--- src/rtl/akuma_motion_ctrl_if.sv ---
// Player-input and sprite-origin bundle between the input decoder, the Akuma
// motion controller and the sprite renderers.
interface akuma_motion_ctrl_if;
    logic       frame_start;
    logic       key_left;
    logic       key_right;
    logic       key_jump;
    logic [9:0] AkumaX;
    logic [9:0] AkumaY;
    logic       facing_left;
    logic [1:0] motion_state;
    logic       airborne;

    modport master (
        output frame_start, key_left, key_right, key_jump,
        input  AkumaX, AkumaY, facing_left, motion_state, airborne
    );

    modport slave (
        input  frame_start, key_left, key_right, key_jump,
        output AkumaX, AkumaY, facing_left, motion_state, airborne
    );
endinterface

--- src/rtl/akuma_motion_ctrl.sv ---
// Per-frame ground/air motion controller for the Akuma sprite: walking, jumping
// with gravity, landing recovery; origin only moves on frame_start.
module akuma_motion_ctrl #(
    parameter int START_X     = 100,
    parameter int GROUND_Y    = 240,
    parameter int X_MIN       = 0,
    parameter int X_MAX       = 498,
    parameter int WALK_STEP   = 3,
    parameter int JUMP_V0     = 12,
    parameter int GRAVITY     = 1,
    parameter int LAND_FRAMES = 4
) (
    input logic                vga_clk,
    input logic                Reset,
    akuma_motion_ctrl_if.slave mc
);

    typedef enum logic [1:0] {
        ST_IDLE = 2'd0,
        ST_WALK = 2'd1,
        ST_AIR  = 2'd2,
        ST_LAND = 2'd3
    } state_e;

    localparam logic signed [10:0] X_MIN_S    = 11'(X_MIN);
    localparam logic signed [10:0] X_MAX_S    = 11'(X_MAX);
    localparam logic signed [10:0] GROUND_S   = 11'(GROUND_Y);
    localparam logic signed [3:0]  STEP_S     = 4'(WALK_STEP);
    localparam logic signed [5:0]  GRAV_S     = 6'(GRAVITY);
    localparam logic signed [5:0]  TAKEOFF_VY = 6'(GRAVITY - JUMP_V0);
    localparam logic [9:0]         TAKEOFF_Y  = 10'(GROUND_Y - JUMP_V0);
    localparam logic [3:0]         LAND_INIT  = 4'(LAND_FRAMES - 1);

    state_e             state_q, state_d;
    logic [9:0]         x_q, x_d;
    logic [9:0]         y_q, y_d;
    logic signed [5:0]  vy_q, vy_d;
    logic signed [3:0]  dx_q, dx_d;
    logic [3:0]         land_cnt_q, land_cnt_d;
    logic               facing_q, facing_d;
    logic               airborne_q;

    logic               left_only, right_only;
    logic signed [3:0]  step;
    logic signed [10:0] y_sum;

    // Wide signed add so both a step below X_MIN and past X_MAX are caught.
    function automatic logic [9:0] clamp_x(input logic [9:0] x, input logic signed [3:0] dx);
        logic signed [10:0] sum;
        sum = $signed({1'b0, x}) + $signed({{7{dx[3]}}, dx});
        if (sum < X_MIN_S)
            return X_MIN_S[9:0];
        else if (sum > X_MAX_S)
            return X_MAX_S[9:0];
        else
            return sum[9:0];
    endfunction

    always_comb begin
        // NOTE: every variable gets a default first so no path infers a latch.
        state_d    = state_q;
        x_d        = x_q;
        y_d        = y_q;
        vy_d       = vy_q;
        dx_d       = dx_q;
        land_cnt_d = land_cnt_q;
        facing_d   = facing_q;

        left_only  = mc.key_left & ~mc.key_right;
        right_only = mc.key_right & ~mc.key_left;
        step       = '0;
        if (left_only)
            step = -STEP_S;
        else if (right_only)
            step = STEP_S;

        y_sum = $signed({1'b0, y_q}) + $signed({{5{vy_q[5]}}, vy_q});

        if (mc.frame_start) begin
            unique case (state_q)
                ST_IDLE, ST_WALK: begin
                    if (mc.key_jump) begin
                        state_d = ST_AIR;
                        dx_d    = step;
                        x_d     = clamp_x(x_q, step);
                        y_d     = TAKEOFF_Y;
                        vy_d    = TAKEOFF_VY;
                        if (left_only | right_only)
                            facing_d = left_only;
                    end else if (left_only | right_only) begin
                        state_d  = ST_WALK;
                        x_d      = clamp_x(x_q, step);
                        facing_d = left_only;
                    end else begin
                        state_d = ST_IDLE;
                    end
                end
                ST_AIR: begin
                    // Horizontal drift was latched at takeoff; keys are ignored.
                    x_d = clamp_x(x_q, dx_q);
                    if (y_sum >= GROUND_S) begin
                        y_d        = GROUND_S[9:0];
                        vy_d       = '0;
                        land_cnt_d = LAND_INIT;
                        state_d    = ST_LAND;
                    end else begin
                        y_d  = (y_sum < 11'sd0) ? 10'd0 : y_sum[9:0];
                        vy_d = vy_q + GRAV_S;
                    end
                end
                ST_LAND: begin
                    if (land_cnt_q == 4'd0)
                        state_d = ST_IDLE;
                    else
                        land_cnt_d = land_cnt_q - 4'd1;
                end
            endcase
        end
    end

    always_ff @(posedge vga_clk) begin
        // NOTE: sequential state uses non-blocking assignments only.
        if (Reset) begin
            state_q    <= ST_IDLE;
            x_q        <= 10'(START_X);
            y_q        <= 10'(GROUND_Y);
            vy_q       <= '0;
            dx_q       <= '0;
            land_cnt_q <= '0;
            facing_q   <= 1'b0;
            airborne_q <= 1'b0;
        end else begin
            state_q    <= state_d;
            x_q        <= x_d;
            y_q        <= y_d;
            vy_q       <= vy_d;
            dx_q       <= dx_d;
            land_cnt_q <= land_cnt_d;
            facing_q   <= facing_d;
            airborne_q <= (state_d == ST_AIR);
        end
    end

    assign mc.AkumaX       = x_q;
    assign mc.AkumaY       = y_q;
    assign mc.facing_left  = facing_q;
    assign mc.motion_state = state_q;
    assign mc.airborne     = airborne_q;

endmodule

--- src/flat_wrapper.sv ---
// flat-port wrapper written by rule: the top's interface ports become plain ports
module akuma_motion_ctrl_flat 
#(
    parameter int START_X     = 100,
    parameter int GROUND_Y    = 240,
    parameter int X_MIN       = 0,
    parameter int X_MAX       = 498,
    parameter int WALK_STEP   = 3,
    parameter int JUMP_V0     = 12,
    parameter int GRAVITY     = 1,
    parameter int LAND_FRAMES = 4
)
  (vga_clk, Reset, mc_frame_start, mc_key_left, mc_key_right, mc_key_jump, mc_AkumaX, mc_AkumaY, mc_facing_left, mc_motion_state, mc_airborne);
  akuma_motion_ctrl_if mc_i ();
  input logic vga_clk;
  input logic Reset;
  input wire logic [$bits(mc_i.frame_start)-1:0] mc_frame_start;
  input wire logic [$bits(mc_i.key_left)-1:0] mc_key_left;
  input wire logic [$bits(mc_i.key_right)-1:0] mc_key_right;
  input wire logic [$bits(mc_i.key_jump)-1:0] mc_key_jump;
  output wire logic [$bits(mc_i.AkumaX)-1:0] mc_AkumaX;
  output wire logic [$bits(mc_i.AkumaY)-1:0] mc_AkumaY;
  output wire logic [$bits(mc_i.facing_left)-1:0] mc_facing_left;
  output wire logic [$bits(mc_i.motion_state)-1:0] mc_motion_state;
  output wire logic [$bits(mc_i.airborne)-1:0] mc_airborne;
  assign mc_i.frame_start = mc_frame_start;
  assign mc_i.key_left = mc_key_left;
  assign mc_i.key_right = mc_key_right;
  assign mc_i.key_jump = mc_key_jump;
  assign mc_AkumaX = mc_i.AkumaX;
  assign mc_AkumaY = mc_i.AkumaY;
  assign mc_facing_left = mc_i.facing_left;
  assign mc_motion_state = mc_i.motion_state;
  assign mc_airborne = mc_i.airborne;
  akuma_motion_ctrl #(.START_X(START_X), .GROUND_Y(GROUND_Y), .X_MIN(X_MIN), .X_MAX(X_MAX), .WALK_STEP(WALK_STEP), .JUMP_V0(JUMP_V0), .GRAVITY(GRAVITY), .LAND_FRAMES(LAND_FRAMES)) u_core (.vga_clk(vga_clk), .Reset(Reset), .mc(mc_i));
endmodule
--- config.mk ---
export PLATFORM = sky130hd
export DESIGN_NAME = akuma_motion_ctrl_flat
export DESIGN_NICKNAME = d
export VERILOG_FILES = /design/src/rtl/akuma_motion_ctrl_if.sv /design/src/rtl/akuma_motion_ctrl.sv /design/src/flat_wrapper.sv
export SDC_FILE = /design/constraint.sdc
export NUM_CORES = 1
export LEC_CHECK = 0
export CORE_ASPECT_RATIO = 1.2
export CORE_MARGIN = 3
export CORE_UTILIZATION = 43
export DETAILED_ROUTE_END_ITERATION = 16
export PLACE_DENSITY = 0.63
export SYNTH_ARGS = -nofsm -noshare
export SYNTH_HDL_FRONTEND = slang
export SYNTH_SLANG_ARGS = --single-unit
--- constraint.sdc ---
create_clock -name vga_clk -period 3.15 [get_ports vga_clk]
set_input_delay 0.4725 -clock vga_clk [delete_from_list [all_inputs] [get_ports vga_clk]]
set_output_delay 0.4725 -clock vga_clk [all_outputs]
set_load 0.01 [all_outputs]
==> qor.yml, run 1 <==
cp.required_ns: 3.34
worst-setup-path-type: "primary input to flip-flop"
route.vias.total: 3652
cts_buffer_depth: 2
layout_setup_ws_ns: 0.1716
reg2reg_depth: 9
hold_viol_final: 0
wire_per_inst_um: 15.65
dieHeight_um: 105.1
use_met2_pct: 38.66
drv_slew: 0
drive_gt1_share_pct: 19.85
crit_chain: "dlygate4sd2_1 > inv_2 > ha_4 > inv_2 > ha_4 > inv_2 > fa_2 > nor3_2 > o21ai_1 > a21oi_2 > a211o_1 > a311oi_2 > nor2_2 > buf_4 > a221oi_2 > nor2_1"
synth-seq-cells: 37
period_minus_slack_ns: 2.978
hold_class: "flip-flop to flip-flop"
period_share_pct: 94.55
p_total_w: 0.002313
num_rows: 35
start_util_pct: 44.90
setup_viol: 0
rsz0062_at_grt: "true"
netlist-cell-type-count: 71
ys_warn_count: 0
cp_num_cells: 16
syn-cell-area_um2: 3520
critPathCaptureType: "flip-flop"
grtUsageTotal_pct: 21.99
syn2layout_area_growth_pct: 27.02
post-place-ws_ns: -0.6821
async_flop_share_pct: 0
path_delay_family: "compound AO/OA/AOI/OAI gates"
yosysSeqAreaShare_pct: 21.05
path_clk_slew_ns: 0.09
dp_hpwl_mm: 7.606
worstPathArrival_ns: 3.17
chipWidth_um: 88.59
cts_hold_buf: 0
gp_congestion: 0.8564
n_antenna_cell: 0
cts.sinks: 37
use_met1_pct: 26.71
h-tree-depth: 2
die_area_um2: 9311
holdWs_ns: 0.4730
tns_ns: 0
ir_drop_v: 0.0002425
power_density_nw_per_um2: 517.4
io_pins: 30
first_pass_iters: 4
synth_top_cell_by_area: "dfxtp_1"
grt_use_met3_pct: 3.076
synthFlopType: "dfxtp_1"
cts_buffers: 5
p_leak_nw: 1.797
drv_cap: 0
status: "finished, final reports clean"
cts_tree: "yes"
fillerInstances: 755
synth_top_cell_area_share_pct: 21.05
drcViolationCount: 0
relSlewSlack_pct: 41.16
synthCells: 458
min_path_cells: 1
synth_edf_count: 0
core_um2: 7839
avgSynthCellArea_um2: 7.685
totalWireLength_mm: 9.720
root_buffer: "clkbuf_8"
cp_common_cell: "inv_2"
tightest_slew_ns: 0.8767
critical-path-max-stage-delay_ns: 0.32
cpMaxStageDelayCell: "a311oi_2"
grt_pass1_wl_mm: 16.70
fmax_mhz: 335.7
grt-ovfl-total: 0
dpl-instance-area_um2: 4207
insertion_delay_ns: 0.29
viasPerCell: 5.881
nets: 566
fin_area_um2: 4471
grt_start_max_net_pins: 24
crit_fanout: 6
drt_first_iter_violations: 91
crit_buf_inv: 5
synth_nets: 496
antenna_found_initial: 0
place.port_buffers: 29
yosys-top-cells-area: "dfxtp_1, ha_1, nor2_1"
finClkSkew_ns: 0.01043
first_global_vias: 3610
startpoint_type: "primary input"
drtAntennaViolNets: 0
grt-busiest-layer: "met2"
## power breakdown
part           internal (W)  leakage [nW]  total (W)  switching (W)
clock network      0.000157        0.0445   0.000347       0.000190
registers          0.000514         0.303   0.000592      0.0000774
logic              0.000632          1.45    0.00137       0.000742
## per-stage QoR
step | std cells | utilization (%)
CTS | 620 | 56.30
detailed placement | 607 | 53.66
floorplan | 458 | -
global route | 621 | 57.03
finish | 621 | 57.03
global placement | 607 | 53.66
## flip-flops by register name, summed over array words and instances, names as in the netlist
name and count:
u_core.land_cnt_q 4, u_core.mc.AkumaX 10, u_core.mc.AkumaY 10, u_core.dx_q 3, u_core.mc.motion_state 2, u_core.mc.airborne 1
u_core.vy_q 6, u_core.mc.facing_left 1
## metal layers
metal | up-vias | wire length [µm] | part of all wire (%)
li1 | 1828 | - | -
met1 | 1719 | 4144 | 43
met2 | 79 | 4971 | 51
met3 | 26 | 313 | 3.2
met4 | 0 | 291 | 3.0
met5 | - | 0 | 0
## cell usage in the layout (no fill, tap or decap), drive strengths merged, types with 6 or more instances in the layout
master	synthesis	final
a211oi	11	11
a21oi	27	27
a31oi	7	7
and2	6	6
buf	4	54
clkdlybuf4s50	0	27
dfxtp	37	37
ha	29	29
inv	20	21
nand2	43	43
nand2b	13	13
nand3	20	20
nand3b	6	6
nand4	6	6
nor2	47	47
nor2b	12	12
nor3	12	12
nor3b	9	9
o21ai	25	25
xnor2	16	16
xor2	8	8
## what timing repair did
action | CTS | global route
cloned | 0 | 0
setup endpoints to repair | 9 | 11
endpoints found under the hold margin | 0 | 0
pin swaps | 14 | 8
gates resized for setup | 21 | 11
setup buffers | 5 | 1
## cells in the mapped netlist, types with 3 or more instances
master	n
o31ai_1	4
ha_1	29
xor2_1	8
fa_1	3
nor2_1	46
nand3b_1	6
inv_1	20
buf_2	3
nor2b_1	12
a22oi_1	3
nor3_1	11
a21o_1	5
a21oi_1	26
and2_1	3
nand2_1	43
nand3_1	20
dfxtp_1	37
a211oi_1	9
xnor2_1	16
nor3b_1	9
o21ai_0	23
a311oi_1	5
a31oi_1	7
mux2i_1	5
nand4_1	6
a221oi_1	4
o21a_1	4
nor4_1	4
clkbuf_1	16
nand2b_1	13
## cell families after synthesis
| kind of cell | synth area share (%) |
|---|---|
| compound gates | 26.09 |
| xor+xnor | 5.972 |
| fa+ha+maj | 12.02 |
| buf+inv | 4.479 |
| flops | 21.05 |
| mux | 1.422 |
| simple gates | 28.97 |
## final timing paths
path / endpoint / from / slack [ns]
worst max register to register: u_core.vy_q[3]$_SDFFE_PP0P_ / u_core.vy_q[4]$_SDFFE_PP0P_ / 0.18
worst min-delay path: u_core.land_cnt_q[0]$_SDFFE_PP0P_ / u_core.land_cnt_q[0]$_SDFFE_PP0P_ / 0.47
worst max-delay path: u_core.mc.AkumaX[5]$_SDFFE_PP1P_ / mc_key_right / 0.17
worst min register to register: u_core.land_cnt_q[0]$_SDFFE_PP0P_ / u_core.land_cnt_q[0]$_SDFFE_PP0P_ / 0.47
## area by class of cell
class / instances / area [µm²] / area share, %
multi-input combinational: 380 / 2751 / 61.54
sequential: 37 / 740.7 / 16.57
timing repair buffer: 83 / 694.4 / 15.53
tap: 92 / 115.1 / 2.575
inverter: 21 / 78.83 / 1.763
clock buffer: 5 / 68.82 / 1.539
clock inverter: 3 / 21.27 / 0.4758
## worst reg2reg max path, stage by stage (launching register included)
cell and delay (ns):
dfxtp_1 0.42, ha_1 0.32, and2_4 0.18, a221oi_4 0.33, a21oi_2 0.11, or4_4 0.51
and2_4 0.19, o31ai_4 0.44, a21o_1 0.25, and3b_1 0.16
Power figures use the tool's default switching activity.
==> inputs of run 2 (changes only) <==
--- a/config.mk
+++ b/config.mk
@@ -7,9 +7,10 @@
 export LEC_CHECK = 0
 export CORE_ASPECT_RATIO = 1.2
 export CORE_MARGIN = 3
-export CORE_UTILIZATION = 43
+export CORE_UTILIZATION = 32
+export CTS_CLUSTER_SIZE = 14
 export DETAILED_ROUTE_END_ITERATION = 16
-export PLACE_DENSITY = 0.63
+export PLACE_DENSITY = 0.49
 export SYNTH_ARGS = -nofsm -noshare
 export SYNTH_HDL_FRONTEND = slang
 export SYNTH_SLANG_ARGS = --single-unit
==> qor.yml, run 2 (synthesis results as in run 1) <==
drv_slew: 0  # unchanged
drt_first_iter_violations: 73  # -20%
die_area_um2: 12300  # +32%
chipWidth_um: 101.7  # +15%
fillerInstances: 1092  # +45%
drtAntennaViolNets: 0  # unchanged
grt_pass1_wl_mm: 17.42  # +4.3%
grt_start_max_net_pins: 22  # -8.3%
relSlewSlack_pct: 53.51  # +12 points
wire_per_inst_um: 15.76  # +0.72%
startpoint_type: "flip-flop"
cts.sinks: 37  # unchanged
final_common_cell: "buf_4"
dieHeight_um: 120.9  # +15%
grt-busiest-layer: "met2"
path_clk_slew_ns: 0.06  # -0.03 ns
grt_use_met3_pct: 1.898  # -1.2 points
place.port_buffers: 29  # unchanged
p_leak_nw: 1.800  # +0.17%
grt-ovfl-total: 0  # unchanged
cp.required_ns: 3.38  # +0.04 ns
layout.cells.non_filler: 659  # +6.1%
tightest_slew_ns: 0.6927  # -0.1840 ns
cts_buffers: 5  # unchanged
h-tree-depth: 2  # unchanged
nets: 567  # +0.18%
worst-setup-path-type: "flip-flop to flip-flop"
final_cell_mix: "buf_4, nor2_1, nand2_1"
cts_buffer_depth: 2  # unchanged
period_share_pct: 92.65  # -1.9 points
syn2layout_area_growth_pct: 29.15
antenna_found_initial: 0  # unchanged
multi_input_area_um2: 2725  # -0.96%
power_density_nw_per_um2: 556.2  # +7.5%
route.vias.total: 3572  # -2.2%
status: "finished, final reports clean"
cts_hold_buf: 0  # unchanged
grtUsageTotal_pct: 17.75  # -4.2 points
fmax_mhz: 342.7  # +2.1%
cts_tree: "yes"
hold_class: "flip-flop to flip-flop"
placed_cells: 650  # +7.1%
first_pass_iters: 4  # unchanged
use_met2_pct: 32.16  # -6.5 points
drv_cap: 0  # unchanged
insertion_delay_ns: 0.29  # about the same
root_buffer: "clkbuf_16"
num_rows: 41  # +17%
use_met1_pct: 21.25  # -5.5 points
critPathCaptureType: "flip-flop"
p_total_w: 0.002528  # +9.3%
holdWs_ns: 0.4723  # -0.0006880 ns
finClkSkew_ns: 0.009215  # -0.001213 ns
ff_latch_area_um2: 740.7  # unchanged
setup_viol: 0  # unchanged
ir_drop_v: 0.0002814  # +16%
crit_fanout: 9  # +3
drcViolationCount: 0  # unchanged
dp_hpwl_mm: 8.195  # +7.7%
viasPerCell: 5.420  # -7.8%
first_global_vias: 3561  # -1.4%
gp_congestion: 0.8371  # -2.3%
worstPathArrival_ns: 3.15  # -0.02 ns
n_antenna_cell: 0  # unchanged
start_util_pct: 33.14  # -12 points
period_minus_slack_ns: 2.918  # -0.06009 ns
io_pins: 30  # unchanged
drive_gt1_share_pct: 18.87  # -0.98 points
core_um2: 10620  # +35%
totalWireLength_mm: 10.39  # +6.9%
hold_viol_final: 0  # unchanged
==> run 2: power by group <==
| group | leakage, nW | switching (W) | internal, W |
|---|---|---|---|
| Combinational | 1.43 | 0.000774 | 0.000658 |
| Sequential | 0.303 | 0.0000663 | 0.000515 |
| Clock | 0.0702 | 0.000220 | 0.000295 |
| Total | 1.80 | 0.00106 | 0.00147 |
==> run 2: through the flow <==
step                      utilization, %  setup TNS (ns)  setup slack, ns  instance area, µm²
final                              42.81               0           0.2316                4546
after global routing               42.81       -0.001271        -0.001271                4546
after CTS                          42.24               0         0.003989                4486
after detailed placement           40.47          -6.242          -0.7872                4298
after global placement             40.47          -5.664          -0.7032                4298
after floorplan                        -               0          0.08308                3520
==> run 2: repair_timing <==
| item | CTS | global route |
|---|---|---|
| setup endpoints to repair | 9 | 14 |
| pin swaps | 9 | 7 |
| buffers inserted | 1 | 0 |
| gates cloned | 0 | 0 |
| resized for setup | 13 | 15 |
==> run 2: cell type report <==
type / count / area share, %
multi-input cells: 380 / 59.95
flip-flops and latches: 37 / 16.30
repair buffers: 84 / 15.25
well taps: 129 / 3.551
clock buffers: 5 / 2.753
inverters: 21 / 1.734
clock inverters: 3 / 0.4679
==> run 2: worst max-delay path: stages (launching register included) <==
cell	delay (ns)
dfxtp_1	0.39
ha_1	0.32
and2_4	0.18
a221oi_4	0.31
a21oi_2	0.12
or4_4	0.50
and2_4	0.19
o31ai_4	0.44
a21o_1	0.25
and3b_1	0.16
==> run 2: worst paths after layout <==
| check | startpoint | to | slack, ns | cells after the start |
|---|---|---|---|---|
| min | u_core.land_cnt_q[0]$_SDFFE_PP0P_ | u_core.land_cnt_q[0]$_SDFFE_PP0P_ | 0.47 | 1 |
| min reg2reg | u_core.land_cnt_q[0]$_SDFFE_PP0P_ | u_core.land_cnt_q[0]$_SDFFE_PP0P_ | 0.47 | 1 |
| max | u_core.vy_q[4]$_SDFFE_PP0P_ | u_core.vy_q[3]$_SDFFE_PP0P_ | 0.23 | 9 |
| max reg2reg | u_core.vy_q[4]$_SDFFE_PP0P_ | u_core.vy_q[3]$_SDFFE_PP0P_ | 0.23 | 9 |
==> run 2: routing by layer <==
metal  vias up  share of wire, %
li1       1825                 -
met1      1678                43
met2        53                53
met3        16               2.4
met4         0               2.1
met5         -                 0
